## config.mk

```make
export PLATFORM = sky130hd
export DESIGN_NAME = serial_operand_serializer
export DESIGN_NICKNAME = d
export VERILOG_FILES = /design/src/rtl/serial_pkg.sv /design/src/rtl/piso_shift_reg.sv /design/src/rtl/serial_operand_serializer.sv
export SDC_FILE = /design/constraint.sdc
export NUM_CORES = 1
export LEC_CHECK = 0
export CORE_MARGIN = 2
export CORE_UTILIZATION = 25
export DETAILED_ROUTE_END_ITERATION = 7
export SYNTH_ARGS = -nofsm -noshare
export SYNTH_HDL_FRONTEND = slang
export SYNTH_SLANG_ARGS = --single-unit
```

## constraint.sdc

```tcl
create_clock -name clk -period 1.4 [get_ports clk]
set_clock_uncertainty 0.05 [all_clocks]
set_input_delay 0.21 -clock clk [delete_from_list [all_inputs] [get_ports clk]]
set_output_delay 0.21 -clock clk [all_outputs]
set_load 0.005 [all_outputs]
```

## src/rtl/serial_pkg.sv

```systemverilog
// Shared types and defaults for the serial operand serializer.
package serial_pkg;

  // Two-state streaming controller: wait for a word, then shift it out.
  typedef enum logic {
    IDLE  = 1'b0,
    SHIFT = 1'b1
  } state_t;

  // Default operand width used when the parent does not override WIDTH.
  localparam int DEFAULT_WIDTH = 8;

endpackage : serial_pkg

```

## src/rtl/piso_shift_reg.sv

```systemverilog
// Parallel-in, serial-out shift register. Loads a word in parallel and
// presents it LSB-first, shifting right with zero fill. Load has priority
// over shift.
module piso_shift_reg
  import serial_pkg::*;
#(
  parameter int WIDTH = DEFAULT_WIDTH
) (
  input  logic             clk,
  input  logic             rst,
  input  logic             load,
  input  logic             shift,
  input  logic [WIDTH-1:0] d,
  output logic             q_lsb
);

  logic [WIDTH-1:0] r_q;

  // Parallel load, otherwise right shift with zero fill into the MSB.
  // NOTE: the datapath register is reset too, so stale bits from an aborted
  // word can never leak out on the serial line.
  always_ff @(posedge clk) begin
    if (rst) begin
      r_q <= '0;
    end else if (load) begin
      r_q <= d;
    end else if (shift) begin
      r_q <= {1'b0, r_q[WIDTH-1:1]};
    end
  end

  assign q_lsb = r_q[0];

endmodule : piso_shift_reg

```

## src/rtl/serial_operand_serializer.sv

```systemverilog
// Feeds a serial adder: accepts two parallel operands over valid/ready and
// streams them LSB-first, one bit per clock. carry_clr is high in every idle
// cycle, so the adder carry is zero when bit 0 of each word arrives.
module serial_operand_serializer
  import serial_pkg::*;
#(
  parameter int WIDTH = DEFAULT_WIDTH,
  parameter int IDX_W = $clog2(WIDTH)
) (
  input  logic             clk,
  input  logic             rst,
  input  logic             in_valid,
  output logic             in_ready,
  input  logic [WIDTH-1:0] in_a,
  input  logic [WIDTH-1:0] in_b,
  output logic             a,
  output logic             b,
  output logic             carry_clr,
  output logic             busy,
  output logic [IDX_W-1:0] bit_idx,
  output logic             last
);

  // Index of the final bit of a word; the counter stops here and never wraps.
  localparam logic [IDX_W-1:0] LAST_IDX = IDX_W'(WIDTH - 1);

  state_t           r_state;
  logic [IDX_W-1:0] r_count;

  logic w_idle;
  logic w_shifting;
  logic w_load;
  logic w_at_last;
  logic w_a_lsb;
  logic w_b_lsb;

  assign w_idle     = (r_state == IDLE);
  assign w_shifting = (r_state == SHIFT);
  assign w_load     = w_idle && in_valid;
  assign w_at_last  = (r_count == LAST_IDX);

  piso_shift_reg #(
    .WIDTH (WIDTH)
  ) u_sh_a (
    .clk   (clk),
    .rst   (rst),
    .load  (w_load),
    .shift (w_shifting),
    .d     (in_a),
    .q_lsb (w_a_lsb)
  );

  piso_shift_reg #(
    .WIDTH (WIDTH)
  ) u_sh_b (
    .clk   (clk),
    .rst   (rst),
    .load  (w_load),
    .shift (w_shifting),
    .d     (in_b),
    .q_lsb (w_b_lsb)
  );

  // Controller: accept a word in IDLE, count bits in SHIFT, return to IDLE
  // after the last bit so one carry-clearing gap separates consecutive words.
  // NOTE: sequential state uses non-blocking assignments so every register
  // samples pre-edge values regardless of statement order.
  always_ff @(posedge clk) begin
    if (rst) begin
      r_state <= IDLE;
      r_count <= '0;
    end else begin
      case (r_state)
        IDLE: begin
          if (in_valid) begin
            r_count <= '0;
            r_state <= SHIFT;
          end
        end
        SHIFT: begin
          if (w_at_last) begin
            r_count <= '0;
            r_state <= IDLE;
          end else begin
            r_count <= r_count + IDX_W'(1);
          end
        end
        default: begin
          r_count <= '0;
          r_state <= IDLE;
        end
      endcase
    end
  end

  // Outputs decode from registers only; no input reaches an output
  // combinationally. Serial bits are gated to zero outside SHIFT.
  assign in_ready  = w_idle;
  assign carry_clr = w_idle;
  assign busy      = w_shifting;
  assign a         = w_shifting && w_a_lsb;
  assign b         = w_shifting && w_b_lsb;
  assign bit_idx   = r_count;
  assign last      = w_shifting && w_at_last;

endmodule : serial_operand_serializer
```

Yosys cells after proc, flatten, opt, wreduce, memory -nomap -nowiden --
Index checks and enable logic that the tools add are counted. Widths: inputs -> output; s select.
Operators by class: add/sub/neg operators 1, reduce and logical (&&, ||, !) cells 5, equal/unequal tests 2, order comparisons 0, div/mod/pow operators 0, shift-type cells 0, bitwise operators 1, multiply operators 0, multiplexer cells 10
Operators by type and width (count):
- $mux 8 | 4
- $mux 3 | 2
- $pmux 3 s2 | 1
- $logic_and 1x1->1 | 4
- $add 3x1->3 const B | 1
- $eq 3x3->1 const B | 1
- $mux 1 | 2
- $ne 2x2->1 const B | 1
- $pmux 1 s2 | 1
- $reduce_bool 2->1 | 1
- $not 1->1 | 1
Word-level totals: memories kept 0, bits in read-only memories 0, output and inout bits 9, register bits 20, memory bits (writable) 0, logic and storage cells 23, bits in latches 0, input bits 19

Longest topological paths before layout --
word-level depth 3, gate-level depth with buffers 4

By module --
Synthesis repeated with hierarchy kept, for this count alone.
Unflattened totals: cells, all modules 94, area total of the unflattened synthesis 977.2 um^2
By module, submodules not included:
- piso_shift_reg | cells each 35, area each 369.1 um^2, seq. area each 160.2 um^2, instances 2
- serial_operand_serializer | cells each 24, area each 239.0 um^2, seq. area each 80.1 um^2, instances 1

Worst setup path after synthesis --
Ideal clock, no wire load.
kind reg-to-reg, from register r_count[0], in the netlist bit_idx[0], to register r_count[0], in the netlist bit_idx[0], setup slack 0.151 ns, stages on the path, launching flop included 5, path buffers 0, arrival time 1.129 ns, cells stage by stage dfxtp_1 -> ha_1 -> ha_1 -> or3b_1 -> a21oi_1
On the way: cells in the longest elaborated chain, start to end 3, elaborated cells on any way between the ends 4, those cells by class add/sub: 1; eq/ne: 1; mux: 2
Ends and longest elaborated chain:
- from (decl) | RTL line serial_operand_serializer.sv:28 | logic [IDX_W-1:0] r_count;
- from (signal assigned) | RTL line serial_operand_serializer.sv:85 | r_count <= r_count + IDX_W'(1);
- $add 3x1->3 or $eq 3x3->1 (tied branches) | RTL line serial_operand_serializer.sv:85, serial_operand_serializer.sv:40
- $mux 3 * | RTL line serial_operand_serializer.sv:81 | if (w_at_last) begin
- $pmux 3 s2 * | RTL line serial_operand_serializer.sv:73 | case (r_state)
Mark *: on every way between the ends. The rest lies on a longest branch, timed or not. A chain may end at the register's enable or synchronous reset.

Worst setup path after layout --
from register r_count[0], in the netlist bit_idx[0], to output port last
On the way: cells in the longest elaborated chain, start to end 2
Ends and longest elaborated chain:
- $eq 3x3->1 | RTL line serial_operand_serializer.sv:40 | assign w_at_last = (r_count == LAST_IDX);
- $logic_and 1x1->1 | RTL line serial_operand_serializer.sv:104 | assign last = w_shifting && w_at_last;
- to (decl) | RTL line serial_operand_serializer.sv:21 | output logic last
Every way passes these cells.

==> flow_summary_export.csv <==
group,metric,value,unit
outcome,outcome,"finished, final reports clean",
layout,final.fill_count,379,
global_routing,grtUsageTotal,11.31,%
pwr,p_leak,0.6116,nW
floorplan,design.core.area,0.003661,mm²
setup_path,r2r-start,"bit_idx[0]",
clock_tree,holdBufCountCts,0,
global_routing,first_global_vias,841,
clock_tree,num_cts_buffers,3,
setup_path,critical_path.max_fanout,2,
job,max_cap_violations,0,
sta,setup_viol_count_final,0,
floorplan,initial_util,25.94,%
synth,post_synth_cell_types,16,
clock_tree,cts.htree.levels,1,
synth,synthesis.instances,93,
sta,timing.slew.headroom,84.70,%
floorplan,fp.dieH,65.64,µm
pwr,pwr_density_cell,939.7,mW/mm²
floorplan,die_area,0.004308,mm²
setup_path,worstRegToRegCells,5,
route,drc,0,
global_routing,grt_first_pass_wirelength,3836,µm
clock_tree,clock_sink_count,20,
synth,syn_nets,114,
synth,syn-mean-instance-area,10.21,µm²
global_routing,globalRouteOverflowTotal,0,
layout,area_delta_synth_final,51.78,%
route,wirelength,2180,µm
sta,rsz0062_at_grt,"true",
clock_tree,cts_buffer_depth,2,
sta,hold_viol,0,
sta,setup_tns,0,ns
route,number_of_drc_violations_after_detailed_routing_iteration_0,15,
clock_tree,cts_tree,"built",
setup_path,crit_arrival,1.12,ns
min_path,hold_depth,2,
place,place_inst,172,
pwr,ir_worst_vdd,0.5412,mV
global_routing,grt_max_degree,21,
pwr,design_power_total,1.354,mW
setup_path,timing.setup.critical_path_class,"reg2out",
setup_path,worstSetupStartpointType,"flop",
setup_path,worst-r2r-setup-slack,0.03,ns
place,routabilityCongestion,0.7171,
floorplan,top_level_ports,28,
clock_tree,worst_skew_pair.late_latency,0.25,ns
min_path,holdCritPathClass,"reg2reg",
layout,layout.nets,153,
min_path,hold_end,"u_sh_a.r_q[4]",
sta,max_slew.worst_pin.slew,0.2281,ns
floorplan,fp.dieW,65.64,µm
setup_path,timing.critical_path.to_type,"primary output",
sta,min_period,1.377,ns
setup_path,worst_ep_required_time,1.14,ns
setup_path,reg2reg_to,"bit_idx[0]",
synth,postSynthRegisterBits,20,
layout,fin_cells,179,
sta,min_period_over_period,98.33,%
clock_tree,cts.clk_slew.worst_paths,0.07,ns
global_routing,antenna_found_initial,0,
route,vias_after_detailed_routing,807,
route,antenna_left,0,
layout,final_layout_size_suffix_gt1_share,25.19,%
synth,seq_area_frac_synth,42.16,%
floorplan,std_cell_rows,22,
route,firstDrtPassIters,2,
synth,synth_warnings,0,
place,portBuffers,27,
sta,achievable-frequency,726.4,MHz
sta,slew_violations,0,
route,routed_wire_length_per_instance,12.18,µm
layout,insertedDiodeCount,0,
min_path,worst_hold_startpoint,"u_sh_a.r_q[5]",
clock_tree,cts_root_buf,"clkbuf_8",
synth,synth.cell_area,949.7,µm²
place,hpwl,1529,µm
route,vias_per_cell,4.508,
critical path, stage by stage, from the launching register on:
cell and delay (ns):
dfxtp_2 0.34, ha_4 0.16, ha_4 0.15, and2_4 0.12, clkbuf_2 0.10
layout make-up:
type,instances,area (µm²),share of cell area [%]
clock buffers,4,55.05,3.819
inverters,1,8.758,0.6076
multi-input cells,63,515.5,35.76
flip-flops and latches,20,407.9,28.30
well taps,48,60.06,4.167
repair buffers,43,394.1,27.34
state kept, by name, summed over array words and instances (netlist names):
signal      cells
u_sh_a.r_q      8
u_sh_b.r_q      8
bit_idx         3
busy            1
cell families after synthesis:
family	after synthesis	share of synthesized area, %
AO/OA/AOI/OAI	18	13.18
adder cells (fa/ha/maj)	2	2.635
flip-flops	20	42.16
buffers and inverters	10	7.114
multiplexers	16	16.86
AND/OR/NAND/NOR	27	18.05
stage by stage:
step           worst slack [ns]  hold WS [ns]  cell area (µm²)  util, %
2_1_floorplan            0.1506        0.3553            949.7        -
3_3_place_gp           -0.08515        0.4462             1339    36.57
3_5_place_dp            -0.1166        0.4527             1339    36.57
4_1_cts                -0.08575        0.4620             1456    39.78
5_1_grt                -0.02354        0.4907             1441    39.37
6_report                0.02339        0.4627             1441    39.37
layer usage:
metal / track usage (%) / share of wire (%)
met5: 0 / 0
met4: 3.125 / 0.64
met1: 15.02 / 47
met2: 18.31 / 47
met3: 2.568 / 5.1
power by group:
group | internal, mW | total [mW] | switching [mW]
sequential | 0.617 | 0.644 | 0.0270
clock | 0.250 | 0.434 | 0.184
combinational | 0.167 | 0.276 | 0.109
synthesized netlist by cell type:
cell      number  area, µm²
a211oi_1      14      105.1
a21oi_1        4      20.02
and2_1         3      18.77
buf_2          3      15.01
buf_4          1      7.510
buf_6          3      33.78
clkbuf_1       2      7.510
dfxtp_1       20      400.4
ha_1           2      25.02
inv_2          1      3.750
mux2i_1       16      160.2
nand2_1        2      7.510
nand2b_1       2      12.51
nor2b_1       14      87.58
nor3_1         2      10.01
or3b_1         4      35.03
how the worst max path moves through the flow:
| stage | slack (ns) | cells after the start | from | endpoint |
|---|---|---|---|---|
| 2_1_floorplan | 0.15 | 4 | bit_idx[0] | bit_idx[0] |
| 3_3_place_gp | -0.09 | 4 | bit_idx[0] | last |
| 3_5_place_dp | -0.12 | 4 | in_valid | u_sh_b.r_q[2] |
| 4_1_cts | -0.09 | 4 | bit_idx[0] | last |
| 5_1_grt | -0.02 | 4 | bit_idx[1] | last |
| 6_report | 0.02 | 4 | bit_idx[0] | last |
placed cells by master (no fill, tap or decap):
master / n
dfxtp_1: 16
nand2b_1: 2
clkdlybuf4s15_1: 1
or3b_4: 1
mux2i_1: 16
clkdlybuf4s50_1: 18
dfxtp_4: 1
nand2_1: 2
dfxtp_2: 3
inv_6: 1
and2_4: 1
buf_12: 2
and2_1: 2
a21oi_1: 3
or3b_1: 3
buf_2: 1
buf_4: 14
a21oi_2: 1
clkbuf_2: 2
nor2b_1: 14
nor3_1: 2
clkbuf_8: 4
ha_4: 2
a211oi_1: 14
dlygate4sd2_1: 5
repair_timing:
action,CTS,global route
setup endpoints to repair,10,6
pin swaps,2,4
buffers inserted,4,0
resized for setup,25,6
endpoints found under the hold margin,0,0
Power figures use the tool's default switching activity.
